[src/rtl/mem_wb.sv]
// MEM/WB pipeline register: formats load data for the register file write port,
// flags misaligned/reserved loads and counts retired instructions.
module mem_wb #(
   parameter int DATA_W = 32,
   parameter int ADDR_W = 5,
   parameter int CNT_W  = 32
) (
   input  logic              clk,
   input  logic              rst,
   input  logic              mem_wb_valid_i,
   input  logic              mem_wb_stall_i,
   input  logic              mem_wb_flush_i,
   input  logic              mem_wb_we_i,
   input  logic [ADDR_W-1:0] mem_wb_waddr_i,
   input  logic [DATA_W-1:0] mem_wb_alu_result_i,
   input  logic [DATA_W-1:0] mem_wb_mem_rdata_i,
   input  logic [2:0]        mem_wb_load_type_i,
   output logic              mem_wb_valid_o,
   output logic              mem_wb_we_o,
   output logic [ADDR_W-1:0] mem_wb_waddr_o,
   output logic [DATA_W-1:0] mem_wb_wdata_o,
   output logic              mem_wb_addr_err_o,
   output logic [CNT_W-1:0]  mem_wb_retire_cnt_o
);

   localparam logic [2:0] LT_NONE = 3'b000;
   localparam logic [2:0] LT_LB   = 3'b001;
   localparam logic [2:0] LT_LBU  = 3'b010;
   localparam logic [2:0] LT_LH   = 3'b011;
   localparam logic [2:0] LT_LHU  = 3'b100;
   localparam logic [2:0] LT_LW   = 3'b101;

   logic [1:0]        w_off;
   logic [7:0]        w_byte;
   logic [15:0]       w_half;
   logic [DATA_W-1:0] w_fmt;
   logic              w_err;
   logic              w_we;

   logic              r_valid;
   logic              r_we;
   logic [ADDR_W-1:0] r_waddr;
   logic [DATA_W-1:0] r_wdata;
   logic              r_err;
   logic [CNT_W-1:0]  r_cnt;

   // Memory word is big-endian: offset 0 is the most significant lane.
   always_comb begin
      w_off = mem_wb_alu_result_i[1:0];
      case (w_off)
         2'd0:    w_byte = mem_wb_mem_rdata_i[31:24];
         2'd1:    w_byte = mem_wb_mem_rdata_i[23:16];
         2'd2:    w_byte = mem_wb_mem_rdata_i[15:8];
         default: w_byte = mem_wb_mem_rdata_i[7:0];
      endcase
      w_half = w_off[1] ? mem_wb_mem_rdata_i[15:0]
                        : mem_wb_mem_rdata_i[31:16];
      w_err = 1'b0;
      w_fmt = mem_wb_alu_result_i;
      case (mem_wb_load_type_i)
         LT_NONE: w_fmt = mem_wb_alu_result_i;
         LT_LB:   w_fmt = {{(DATA_W-8){w_byte[7]}}, w_byte};
         LT_LBU:  w_fmt = {{(DATA_W-8){1'b0}}, w_byte};
         LT_LH: begin
            w_err = w_off[0];
            w_fmt = {{(DATA_W-16){w_half[15]}}, w_half};
         end
         LT_LHU: begin
            w_err = w_off[0];
            w_fmt = {{(DATA_W-16){1'b0}}, w_half};
         end
         LT_LW: begin
            w_err = |w_off;
            w_fmt = mem_wb_mem_rdata_i;
         end
         default: w_err = 1'b1;
      endcase
      if (w_err) w_fmt = '0;
      w_we = mem_wb_valid_i & mem_wb_we_i
           & (|mem_wb_waddr_i) & ~w_err;
   end

   always_ff @(posedge clk or posedge rst) begin
      if (rst) begin
         r_valid <= 1'b0;
         r_we    <= 1'b0;
         r_waddr <= '0;
         r_wdata <= '0;
         r_err   <= 1'b0;
         r_cnt   <= '0;
      end else if (mem_wb_flush_i) begin
         r_valid <= 1'b0;
         r_we    <= 1'b0;
         r_waddr <= '0;
         r_wdata <= '0;
         r_err   <= 1'b0;
      end else if (!mem_wb_stall_i) begin
         r_valid <= mem_wb_valid_i;
         r_we    <= w_we;
         r_waddr <= mem_wb_waddr_i;
         r_wdata <= w_fmt;
         r_err   <= mem_wb_valid_i & w_err;
         if (mem_wb_valid_i)
            r_cnt <= r_cnt + {{(CNT_W-1){1'b0}}, 1'b1};
      end
   end

   assign mem_wb_valid_o      = r_valid;
   assign mem_wb_we_o         = r_we;
   assign mem_wb_waddr_o      = r_waddr;
   assign mem_wb_wdata_o      = r_wdata;
   assign mem_wb_addr_err_o   = r_err;
   assign mem_wb_retire_cnt_o = r_cnt;

endmodule

[config.mk]
export PLATFORM = sky130hd
export DESIGN_NAME = mem_wb
export DESIGN_NICKNAME = d
export VERILOG_FILES = /design/src/rtl/mem_wb.sv
export SDC_FILE = /design/constraint.sdc
export NUM_CORES = 1
export LEC_CHECK = 0
export BUFFER_PORTS_ARGS = -buffer_cell sky130_fd_sc_hd__buf_2
export CORE_UTILIZATION = 40
export CTS_CLUSTER_DIAMETER = 50
export DETAILED_ROUTE_END_ITERATION = 7
export MAX_ROUTING_LAYER = met4
export PLACE_DENSITY_LB_ADDON = 0.12
export SLEW_MARGIN = 20
export SYNTH_ARGS = -nofsm -noshare
export SYNTH_HDL_FRONTEND = slang
export SYNTH_SLANG_ARGS = --single-unit
export TNS_END_PERCENT = 5
[constraint.sdc]
create_clock -name clk -period 3.65 [get_ports clk]
set_input_delay 0.73 -clock clk [delete_from_list [all_inputs] [get_ports clk]]
set_output_delay 0.73 -clock clk [all_outputs]
set_load 0.1 [all_outputs]
# After elaboration in Yosys (flattened, before gate mapping)
# Index checks and enable logic that the tools add are counted.
# totals
ff_bits	72
inputBits	78
out_inout_bits	72
wordCells	44
# op_classes
add_sub_neg	1
eq_ne	8
muxes	15
bitwise	7
reduce_logical	7
# ops
op	count
32-bit case mux with 5 select lines	1
32-bit 2-to-1 mux	3
32-bit by 1-bit adder with 32-bit output, second input constant	1
8-bit case mux with 3 select lines	1
16-bit 2-to-1 mux	1
5-bit 2-to-1 mux	2
3-bit by 2-bit == test with 1-bit output, second input constant	2
3-bit == test, second input constant	2
1-bit 2-to-1 mux	6
5-bit OR reduction	1
1-bit AND	4
2-bit OR reduction	2
3-bit by 1-bit == test with 1-bit output, second input constant	1
3-bit zero test	1
1-bit inverter	3
1-bit case mux with 3 select lines	1
3-bit AND reduction	1
3-bit OR reduction	1
2-bit by 1-bit == test with 1-bit output, second input constant	1
2-bit == test, second input constant	1
2-bit zero test	1
2-bit by 1-bit != test with 1-bit output, second input constant	1

# Longest topological paths before layout
# Gate-level depths: netlist (run 1).
# depth
depth_word	7
depth_mapped	8
ltp_nobuf	6

# Least setup slack after synthesis (run 1)
# Ideal clock, no wire load.
# synth_path
kind	reg-to-reg
startpoint	reg r_cnt[4], in the netlist mem_wb_retire_cnt_o[4]
endpoint	reg r_cnt[29], in the netlist mem_wb_retire_cnt_o[29]
setup_ps	158
arrival_ps	2449
t_required_ps	3492
setup_slack_ps	1043
path_stages_with_launch	6
n_path_buf	0
period_less_slack_ps	2607
path_cell_list	dfrtp_1 > nand4_1 > or3_2 > nor3_1 > nand4_1 > xnor2_1
# synth_between
elab_chain_len	1
# synth_lines
element	line_no	text
start: declaration	45	logic [CNT_W-1:0] r_cnt;
start signal: assignment	104	r_cnt <= r_cnt + {{(CNT_W-1){1'b0}}, 1'b1};
32-bit by 1-bit adder with 32-bit output	104	
# Every way passes these cells.
# A chain may end at the register's enable or synchronous reset.

# Worst setup path after layout (run 1)
# layout_path
startpoint	in mem_wb_stall_i
endpoint	reg r_cnt[26], in the netlist mem_wb_retire_cnt_o[26]
# layout_between
elab_chain_len	2
# layout_lines
element	line_no	text
start: declaration	11	input logic mem_wb_stall_i,
1-bit inverter (no line)	--	
3-bit AND reduction (no line)	--	
# Every way passes these cells.

==> results of run 1 <==
-- sequential cells by signal (all words and copies together), names as in the netlist --
register,flops
mem_wb_we_o,1
mem_wb_addr_err_o,1
mem_wb_wdata_o,32
mem_wb_waddr_o,5
mem_wb_valid_o,1
mem_wb_retire_cnt_o,32
-- metal layers --
| layer | vias up | part of all wire, % | track usage [%] | wire [um] |
|---|---|---|---|---|
| li1 | 1897 | - | - | - |
| met1 | 1991 | 48 | 34.02 | 6013 |
| met2 | 149 | 45 | 35.57 | 5703 |
| met3 | 20 | 5.9 | 3.896 | 745 |
| met4 | 0 | 1.3 | 7.243 | 166 |
| met5 | - | 0 | - | 0 |
-- final cells by class --
| cell class | instances | area share, % |
|---|---|---|
| Tap cell | 136 | 3.172 |
| Timing Repair Buffer | 159 | 15.30 |
| Sequential cell | 72 | 33.59 |
| Multi-Input combinational cell | 332 | 43.29 |
| Clock buffer | 9 | 2.309 |
| Clock inverter | 7 | 1.913 |
| Inverter | 6 | 0.4199 |
-- cells in the final DEF, fill, tap and decap left out, types with 3 or more instances in the layout --
cell,synthesis,routed
a21oi_1,3,3
nand3_1,20,20
clkbuf_8,0,9
o21ai_0,36,36
xnor2_1,27,27
and3_1,3,3
dfrtp_1,72,72
mux4_2,8,8
nand2_1,61,61
o211ai_1,6,6
buf_2,5,149
xor2_1,5,5
and4_2,3,3
nand4_1,8,8
buf_4,0,10
nor3_1,6,6
nor2_1,20,20
o221ai_1,14,14
and3b_1,5,5
and4_1,3,3
o21a_1,3,3
a21boi_0,16,16
a211oi_1,5,5
a22oi_1,24,24
mux2i_1,29,29
inv_1,6,5
-- worst paths after layout --
check	start	slack [ns]	cells after the start	to
worst min register to register	mem_wb_retire_cnt_o[31]	0.48	1	mem_wb_retire_cnt_o[31]
worst min-delay path	mem_wb_retire_cnt_o[31]	0.48	1	mem_wb_retire_cnt_o[31]
min in group asynchronous	rst	0.62	3	mem_wb_wdata_o[26]
max in group asynchronous	rst	2.35	3	mem_wb_waddr_o[0]
worst max-delay path	mem_wb_stall_i	1.11	6	mem_wb_retire_cnt_o[26]
worst max register to register	mem_wb_retire_cnt_o[4]	1.54	5	mem_wb_retire_cnt_o[29]
-- critical path: stages --
cell	delay (ns)
buf_2	0.24
nor3b_2	0.57
nand3_1	0.32
nor3_1	0.60
nand4_1	0.19
xnor2_1	0.15
-- through the flow --
stage          util, %  cells  total power [mW]
5_1_grt          51.96    721             2.504
3_3_place_gp     49.76    705             1.662
6_report         51.96    721             2.398
2_1_floorplan        -    438             1.490
3_5_place_dp     49.76    705             1.670
4_1_cts          51.96    721             2.421
-- power groups by stage --
stage / sequential, mW / clock, mW / combinational (mW)
floorplan: 1.26 / 0 / 0.228
global placement: 0.903 / 0 / 0.758
detailed placement: 0.906 / 0 / 0.765
CTS: 0.891 / 0.765 / 0.765
global route: 0.900 / 0.800 / 0.804
finish: 0.890 / 0.745 / 0.764
-- kinds of logic (layout without fill, tap and decap cells) --
group / Yosys count / in the layout / synth area share [%]
simple gates: 145 / 145 / 17.32
compound gates: 115 / 115 / 18.51
flops: 72 / 72 / 42.12
mux: 38 / 38 / 11.26
buf+inv: 34 / 181 / 3.656
xor+xnor: 32 / 32 / 6.552
fa+ha+maj: 2 / 2 / 0.5849
==> results_dict.tcl, run 1 <==
set metrics [dict create \
    status "finished clean" \
    drt_iter0_markers 166 \
    grt-ovfl-total 0 \
    fin_area_um2 5364 \
    p_switching_uw 979.4 \
    worstSetupPathType "primary input to flip-flop" \
    setup_tns_ns 0 \
    cts-root-buf "clkbuf_8" \
    worstSetupEndpointType "flip-flop" \
    ant_nets 0 \
    regArea_um2 1802 \
    postCtsSetupRepairBufs 0 \
    yosys.area.top_type_share_pct 42.12 \
    hp-class "flip-flop to flip-flop" \
    async_flop_share_pct 100.0 \
    pwr-share-comb_pct 31.8 \
    grt_usage_pct 24.09 \
    numCtsBuffers 9 \
    core_area_um2 10320 \
    ys_top_cells_by_area "dfrtp_1 (42%), mux2i_1 (6.8%), xnor2_1 (5.5%)" \
    synth_cells 438 \
    clock_latency_ns 0.36 \
    period_needed_ns 2.543 \
    grt_pass1_wl_um 20330 \
    initial_core_util_pct 41.44 \
    swShare_pct 40.84 \
    holdWs_ns 0.4760 \
    final.setup_skew_ns 0.01490 \
    power.density_nw_per_um2 447.1 \
    multiInputGateArea_um2 2322 \
    clk_pin_slew_worst_paths_ns 0.09 \
    antenna_found_initial 0 \
    max_slew.worst_pin.slew_ns 1.021 \
    drv_cap 0 \
    die-area_um2 11110 \
    viasPerCell 5.627 \
    synthesis.nets 518 \
    pwr-share-seq_pct 37.1 \
    die_w_um 105.4 \
    period_share_pct 69.67 \
    grt_pass1_vias 3904 \
    clock_path_buffers 2 \
    tritoncts "built" \
    fillers 981 \
    layout_setup_ws_ns 1.107 \
    arrival_ns 2.80 \
    synth.distinct_cells 49 \
    cell_internal_pwr_mw 1.419 \
    postCtsHoldBufs 0 \
    max_slew_margin_pct 31.92 \
    cts_resized 0 \
    critPathMaxFanout 22 \
    syn_to_final_growth_pct 25.39 \
    synth-edff-count 0 \
    ys_dominant_reg_cell "dfrtp_1" \
    netlist_area_um2 4278 \
    gp_congestion 0.8352 \
    pin_count 150 \
    synth.most_common_cell "dfrtp_1" \
    cts.sinks 72 \
    setup_viol 0 \
    rows 37 \
    routed_wirelength_um 12630 \
    cp.required_ns 3.91 \
    port_buffers 149 \
    drive_above_1_share_pct 33.85 \
    dr.pass1.iters 5 \
    syn_avg_cell_area_um2 9.767 \
    route.vias.total 4057 \
    nets 660 \
    synth_sequential_area_ratio_pct 42.12 \
    htree_levels 3 \
    drc_errors 0 \
    fmax_mhz 393.2 \
    irDropWorstVdd_mv 0.2189 \
    synth_top_area_cell "dfrtp_1" \
    yosys-top-cells-count "dfrtp_1 (72), nand2_1 (61), o21ai_0 (36)" \
    rsz0062_at_grt "no" \
    diodes 0 \
    ys_ff_latch 72 \
    yosys_warnings 0 \
    fp.dieH_um 105.4 \
    dp.final_hpwl_um 9099 \
    p_leak_nw 2.670 \
    hold_viol_final 0 \
    slew_violations 0 \
    p_clk_share_pct 31.0 \
    wl_per_cell_um 17.51 \
    dpl-instance-area_um2 5137 \
    start_kind "primary input" \
    place_ws_ns 0.7444 \
    grt_max_degree 73 \
]
No activity file was read; power rests on OpenSTA's default activity.
==> inputs of run 2 (changes only) <==
--- a/config.mk
+++ b/config.mk
@@ -5,6 +5,7 @@
 export SDC_FILE = /design/constraint.sdc
 export NUM_CORES = 1
 export LEC_CHECK = 0
+export ABC_AREA = 1
 export BUFFER_PORTS_ARGS = -buffer_cell sky130_fd_sc_hd__buf_2
 export CORE_UTILIZATION = 40
 export CTS_CLUSTER_DIAMETER = 50
==> constraint.sdc (replaced) <==
create_clock -name clk -period 2.7 [get_ports clk]
set_input_delay 0.54 -clock clk [delete_from_list [all_inputs] [get_ports clk]]
set_output_delay 0.54 -clock clk [all_outputs]
set_load 0.1 [all_outputs]
==> run 2 against run 1 <==
Against the previous run: the run now ends with DRC left; register-to-register slack worse by 0.48 ns; critical path depth down 5; clock-buffer cell count up 3; sequential power up 37%; die area up 13%; largest power group is now the clock network.
==> results_dict.tcl, run 2 <==
set metrics [dict create \
    cts_resized 0 \
    grt_pass1_vias 4862 \
    dp.cells 1024 \
    worstSetupPathType "flip-flop to output pin" \
    post-route-util_pct 51.35 \
    netlist_area_um2 4828 \
    finalNonFillerCells 1040 \
    synth_sequential_area_ratio_pct 37.32 \
    busiest_layer "met2" \
    antenna_found_initial 0 \
    ys_top_cells_by_area "dfrtp_1 (37%), nand2_1 (22%), nor2_1 (14%)" \
    layout_commonest_cell "nand2_1" \
    dr.pass1.iters 8 \
    viasPerCell 4.928 \
    irDropWorstVdd_mv 0.8647 \
    rsz0062_at_grt "no" \
    async_flop_share_pct 100.0 \
    grt-ovfl-total 0 \
    cp_top_family "flip-flops" \
    ant_nets 0 \
    period_needed_ns 1.825 \
    nets 972 \
    syn_to_final_growth_pct 23.50 \
    synth_cells 753 \
    slew_violations 0 \
    max_stage_delay_ns 0.47 \
    clock_path_buffers 2 \
    routed_wirelength_um 14370 \
    rows 39 \
    fp.dieH_um 111.9 \
    drv_cap 0 \
    synthesis.nets 833 \
    max_slew.worst_pin.slew_ns 0.7303 \
    p_leak_nw 3.481 \
    setup_tns_ns 0 \
    ff2ff_path_depth 9 \
    arrival_ns 1.29 \
    die_w_um 111.9 \
    postCtsHoldBufs 0 \
    core_area_um2 11610 \
    clock_latency_ns 0.34 \
    setup_viol 0 \
    route.vias.total 5125 \
    yosys.area.top_type_share_pct 37.32 \
    layout_common_cells "nand2_1 (277), nor2_1 (174), buf_2 (149)" \
    final.setup_skew_ns 0.007143 \
    port_buffers 149 \
    power.density_nw_per_um2 604.0 \
    reg2reg_slack_ns 1.06 \
    slowest_stage "dfrtp_1" \
    cp.required_ns 2.16 \
    r2r-start "mem_wb_retire_cnt_o[9]" \
    diodes 0 \
    worstSetupEndpointType "output pin" \
    clk_pin_slew_worst_paths_ns 0.06 \
    htree_levels 3 \
    r2r_end "mem_wb_retire_cnt_o[25]" \
    postCtsSetupRepairBufs 0 \
    synth.most_common_cell "nand2_1" \
    hold_viol_final 0 \
    syn_avg_cell_area_um2 6.412 \
    worst-path-buf-inv 1 \
    violations "DRC" \
    yosys_warnings 0 \
    drive_above_1_share_pct 22.30 \
    dp.final_hpwl_um 10400 \
    path_cells "buf_2" \
    yosys-top-cells-count "nand2_1 (277), nor2_1 (175), dfrtp_1 (72)" \
    die-area_um2 12510 \
    grt_max_degree 73 \
    wl_per_cell_um 13.82 \
    ys_dominant_reg_cell "dfrtp_1" \
    max_slew_margin_pct 51.31 \
    numCtsBuffers 9 \
    critPathMaxFanout 5 \
    tritoncts "built" \
    grt_usage_pct 25.03 \
    hp-class "primary input to asynchronous set/reset pin" \
    status "finished, violations left" \
    cts-root-buf "clkbuf_16" \
    pin_count 150 \
    start_kind "flip-flop" \
    drc_errors 13 \
    period_share_pct 67.61 \
    synth.distinct_cells 30 \
    drt_iter0_markers 362 \
    grtUsageMet2_pct 35.57 \
    synth-edff-count 0 \
    gp_congestion 0.9320 \
    use_met1_pct 35.34 \
    cts.sinks 72 \
    met3_usage_pct 4.137 \
    ys_ff_latch 72 \
    synth_top_area_cell "dfrtp_1" \
    initial_core_util_pct 41.58 \
    fmax_mhz 547.8 \
    grt_pass1_wl_um 24090 \
]
run 2: changes by cell type in the layout (fill, tap and decap cells not counted), moves of 7 or more:
cell	previous run	this run
o221ai_1	14	0
mux2i_1	29	0
clkbuf_8	9	2
nor2_2	0	7
nor2_1	20	174
a21boi_0	16	0
xnor2_1	27	7
nand2_1	61	277
clkbuf_16	0	9
xor2_1	5	13
inv_1	5	65
mux4_2	8	0
a22oi_1	24	0
run 2: tightest hold or removal path, stage by stage:
cell    delay, ns
buf_2        0.10
inv_2        0.06
buf_12       0.33
run 2: area by class of cell:
cell class,instances,area [um2]
inverters,70,264.0
flip-flops and latches,72,1802
fillers,1212,5650
clock buffers,12,256.5
clock inverters,4,51.30
well taps,143,178.9
multi-input cells,585,2615
repair buffers,154,795.8
run 2: logic make-up after synthesis:
group	synth area share [%]
AO/OA/AOI/OAI	4.872
XOR/XNOR	3.628
adder cells (fa/ha/maj)	0.5182
buffers and inverters	8.577
flip-flops	37.32
AND/OR/NAND/NOR	45.09
run 2: power by group:
part | switching [mW] | internal, mW | total (mW)
Sequential | 0.0713 | 1.15 | 1.22
Combinational | 0.906 | 0.220 | 1.13
Clock | 0.483 | 0.768 | 1.25
Total | 1.46 | 2.14 | 3.60
run 2: routing by layer:
metal | wire, um | up-vias
met1 | 7097 | 2346
met5 | 0 | -
met3 | 986 | 17
met4 | 249 | 0
met2 | 6039 | 183
li1 | - | 2579
run 2: metrics by stage:
stage,hold WS [ns],power (mW),cell area [um2],setup WS (ns)
after global routing,0.3255,3.786,5963,0.7410
after CTS,0.2988,3.640,5963,0.8557
after global placement,0.4566,2.359,5655,0.5823
after detailed placement,0.4596,2.367,5655,0.5627
after floorplan,0.6860,2.126,4828,0.3351
final,0.2745,3.602,5963,0.8746
run 2: worst max-delay path by stage:
stage	startpoint	endpoint	slack (ns)	depth (start not counted)
floorplan	rst	mem_wb_addr_err_o	0.34	1
global placement	mem_wb_alu_result_i[1]	mem_wb_wdata_o[15]	0.58	8
detailed placement	mem_wb_alu_result_i[1]	mem_wb_wdata_o[15]	0.56	8
CTS	mem_wb_retire_cnt_o[9]	mem_wb_retire_cnt_o[9]	0.86	1
global route	mem_wb_alu_result_i[1]	mem_wb_wdata_o[17]	0.74	8
finish	mem_wb_retire_cnt_o[9]	mem_wb_retire_cnt_o[9]	0.87	1
==> inputs of run 3 (changes only) <==
==> constraint.sdc (replaced) <==
create_clock -name clk -period 1.85 [get_ports clk]
set_input_delay 0.37 -clock clk [delete_from_list [all_inputs] [get_ports clk]]
set_output_delay 0.37 -clock clk [all_outputs]
set_load 0.1 [all_outputs]
==> run 3 against run 2 <==
Against the previous run: the run still ends with DRC left; clock-buffer cell count unchanged; first-iteration DRC count increased by 5.2%; clock power increased by 34%; sequential cell count unchanged; critical path depth increased by 8; critical endpoint is now mem_wb_retire_cnt_o[25]; sequential power increased by 47%; highest routed layer unchanged; critical path type is now flip-flop to flip-flop; core utilization increased by 0.93 points.
==> results_dict.tcl, run 3 (same netlist as run 2, synthesis figures left out) <==
set metrics [dict create \
    drive_above_1_share_pct 23.15 \
    drv_cap 0 \
    setup_viol 0 \
    grt_usage_pct 25.17 \
    grt-ovfl-total 0 \
    rows 39 \
    cts.sinks 72 \
    clk_pin_slew_worst_paths_ns 0.06 \
    gp_congestion 0.9221 \
    worstSetupEndpointType "flip-flop" \
    ff2ff_path_depth 9 \
    status "finished, violations left" \
    tritoncts "built" \
    die-area_um2 12510 \
    slowest_stage "dfrtp_1" \
    pin_count 150 \
    layout_commonest_cell "nand2_1" \
    drc_errors 11 \
    clock_latency_ns 0.34 \
    postCtsSetupRepairBufs 0 \
    power.density_nw_per_um2 849.9 \
    max_slew_margin_pct 66.79 \
    r2r-start "mem_wb_retire_cnt_o[9]" \
    core_area_um2 11610 \
    fmax_mhz 589.4 \
    dp.final_hpwl_um 11060 \
    hp-class "primary input to asynchronous set/reset pin" \
    irDropWorstVdd_mv 1.221 \
    port_buffers 149 \
    die_w_um 111.9 \
    initial_core_util_pct 41.58 \
    viasPerCell 4.953 \
    max_stage_delay_ns 0.46 \
    violations "DRC" \
    path_cells "nand2_1, nor2_2, nand2_1, nor2_1, nand2_1, nand2_1, nand2_1, nand2_1, nand2_1" \
    post-route-util_pct 52.27 \
    postCtsHoldBufs 0 \
    ant_nets 0 \
    fillers 1207 \
    max_slew.worst_pin.slew_ns 0.4971 \
    wl_per_cell_um 13.98 \
    drt_iter0_markers 381 \
    fin_area_um2 6071 \
    clock_path_buffers 2 \
    setup_tns_ns 0 \
    grt_pass1_wl_um 24020 \
    worstSetupPathType "flip-flop to flip-flop" \
    grt_max_degree 41 \
    critPathMaxFanout 5 \
    period_share_pct 91.72 \
    rsz0062_at_grt "no" \
    arrival_ns 1.93 \
    routed_wirelength_um 14690 \
    reg2reg_slack_ns 0.15 \
    holdWs_ns 0.05488 \
    cp_top_family "simple AND/OR/NAND/NOR gates" \
    route.vias.total 5206 \
    htree_levels 3 \
    cts_resized 0 \
    cp.required_ns 2.09 \
    antenna_found_initial 1 \
    slew_violations 0 \
    cts-root-buf "clkbuf_16" \
    start_kind "flip-flop" \
    grt_pass1_vias 4814 \
    fp.dieH_um 111.9 \
    r2r_end "mem_wb_retire_cnt_o[25]" \
    crit_path_frequent_cell "nand2_1" \
    dr.pass1.iters 8 \
    nets 982 \
    hold_viol_final 0 \
    layout_common_cells "nand2_1 (277), nor2_1 (174), buf_2 (149)" \
    syn_to_final_growth_pct 25.73 \
    p_leak_nw 3.537 \
    period_needed_ns 1.697 \
    final.setup_skew_ns 0.005734 \
    numCtsBuffers 9 \
    worst-path-buf-inv 0 \
    dpl-instance-area_um2 5784 \
]
run 3: changes by cell type in the layout (fill, tap and decap cells not counted):
| cell | delta |
|---|---|
| diode_2 | +1 |
| bufinv_16 | -1 |
| clkinv_2 | +1 |
| inv_2 | -1 |
| buf_12 | +4 |
| clkinv_4 | +1 |
| buf_4 | +6 |
run 3: power by group:
group          leakage, nW  total [mW]  switching, mW  internal, mW
sequential           0.983        1.79          0.107          1.68
combinational         2.41        1.69           1.34         0.356
clock                0.143        1.67          0.691         0.984
run 3: how the worst max path moves through the flow:
stage               slack, ns  cells after the start                    start                      end
detailed placement        0.1                      8   mem_wb_alu_result_i[1]       mem_wb_wdata_o[15]
global placement          0.1                      9    mem_wb_load_type_i[2]       mem_wb_wdata_o[17]
finish                   0.15                      9   mem_wb_retire_cnt_o[9]  mem_wb_retire_cnt_o[25]
global route             0.06                      9   mem_wb_retire_cnt_o[9]  mem_wb_retire_cnt_o[25]
CTS                      0.20                      1  mem_wb_retire_cnt_o[10]  mem_wb_retire_cnt_o[10]
floorplan               -0.24                      6   mem_wb_retire_cnt_o[1]  mem_wb_retire_cnt_o[18]
run 3: worst reg2reg max path, delay by kind of cell, from the launching register on:
kind,cells,cell delay (ns)
and+or+nand+nor,9,1.14
DFF,1,0.46
run 3: per-stage QoR:
stage	power, mW	cells	worst slack, ns
2_1_floorplan	3.103	753	-0.2415
3_3_place_gp	3.490	1034	0.09809
3_5_place_dp	3.507	1034	0.09919
4_1_cts	5.202	1050	0.2000
5_1_grt	5.409	1051	0.06465
6_report	5.159	1051	0.1533
run 3: final cells by class:
class | count | area [um2] | share of cell area (%)
Multi-Input combinational cell | 585 | 2615 | 43.08
Clock inverter | 4 | 27.53 | 0.4534
Tap cell | 143 | 178.9 | 2.947
Timing Repair Buffer | 164 | 920.9 | 15.17
Antenna cell | 1 | 2.502 | 0.04122
Inverter | 70 | 267.8 | 4.411
Clock buffer | 12 | 256.5 | 4.225
Sequential cell | 72 | 1802 | 29.68
run 3: routing by layer:
layer  wire (um)  part of all wire (%)  GRT usage [%]
met4         157                   1.1          7.477
met2        6109                    42          35.49
met1        7330                    50          36.09
met5           0                     0              -
met3        1094                   7.4          5.117
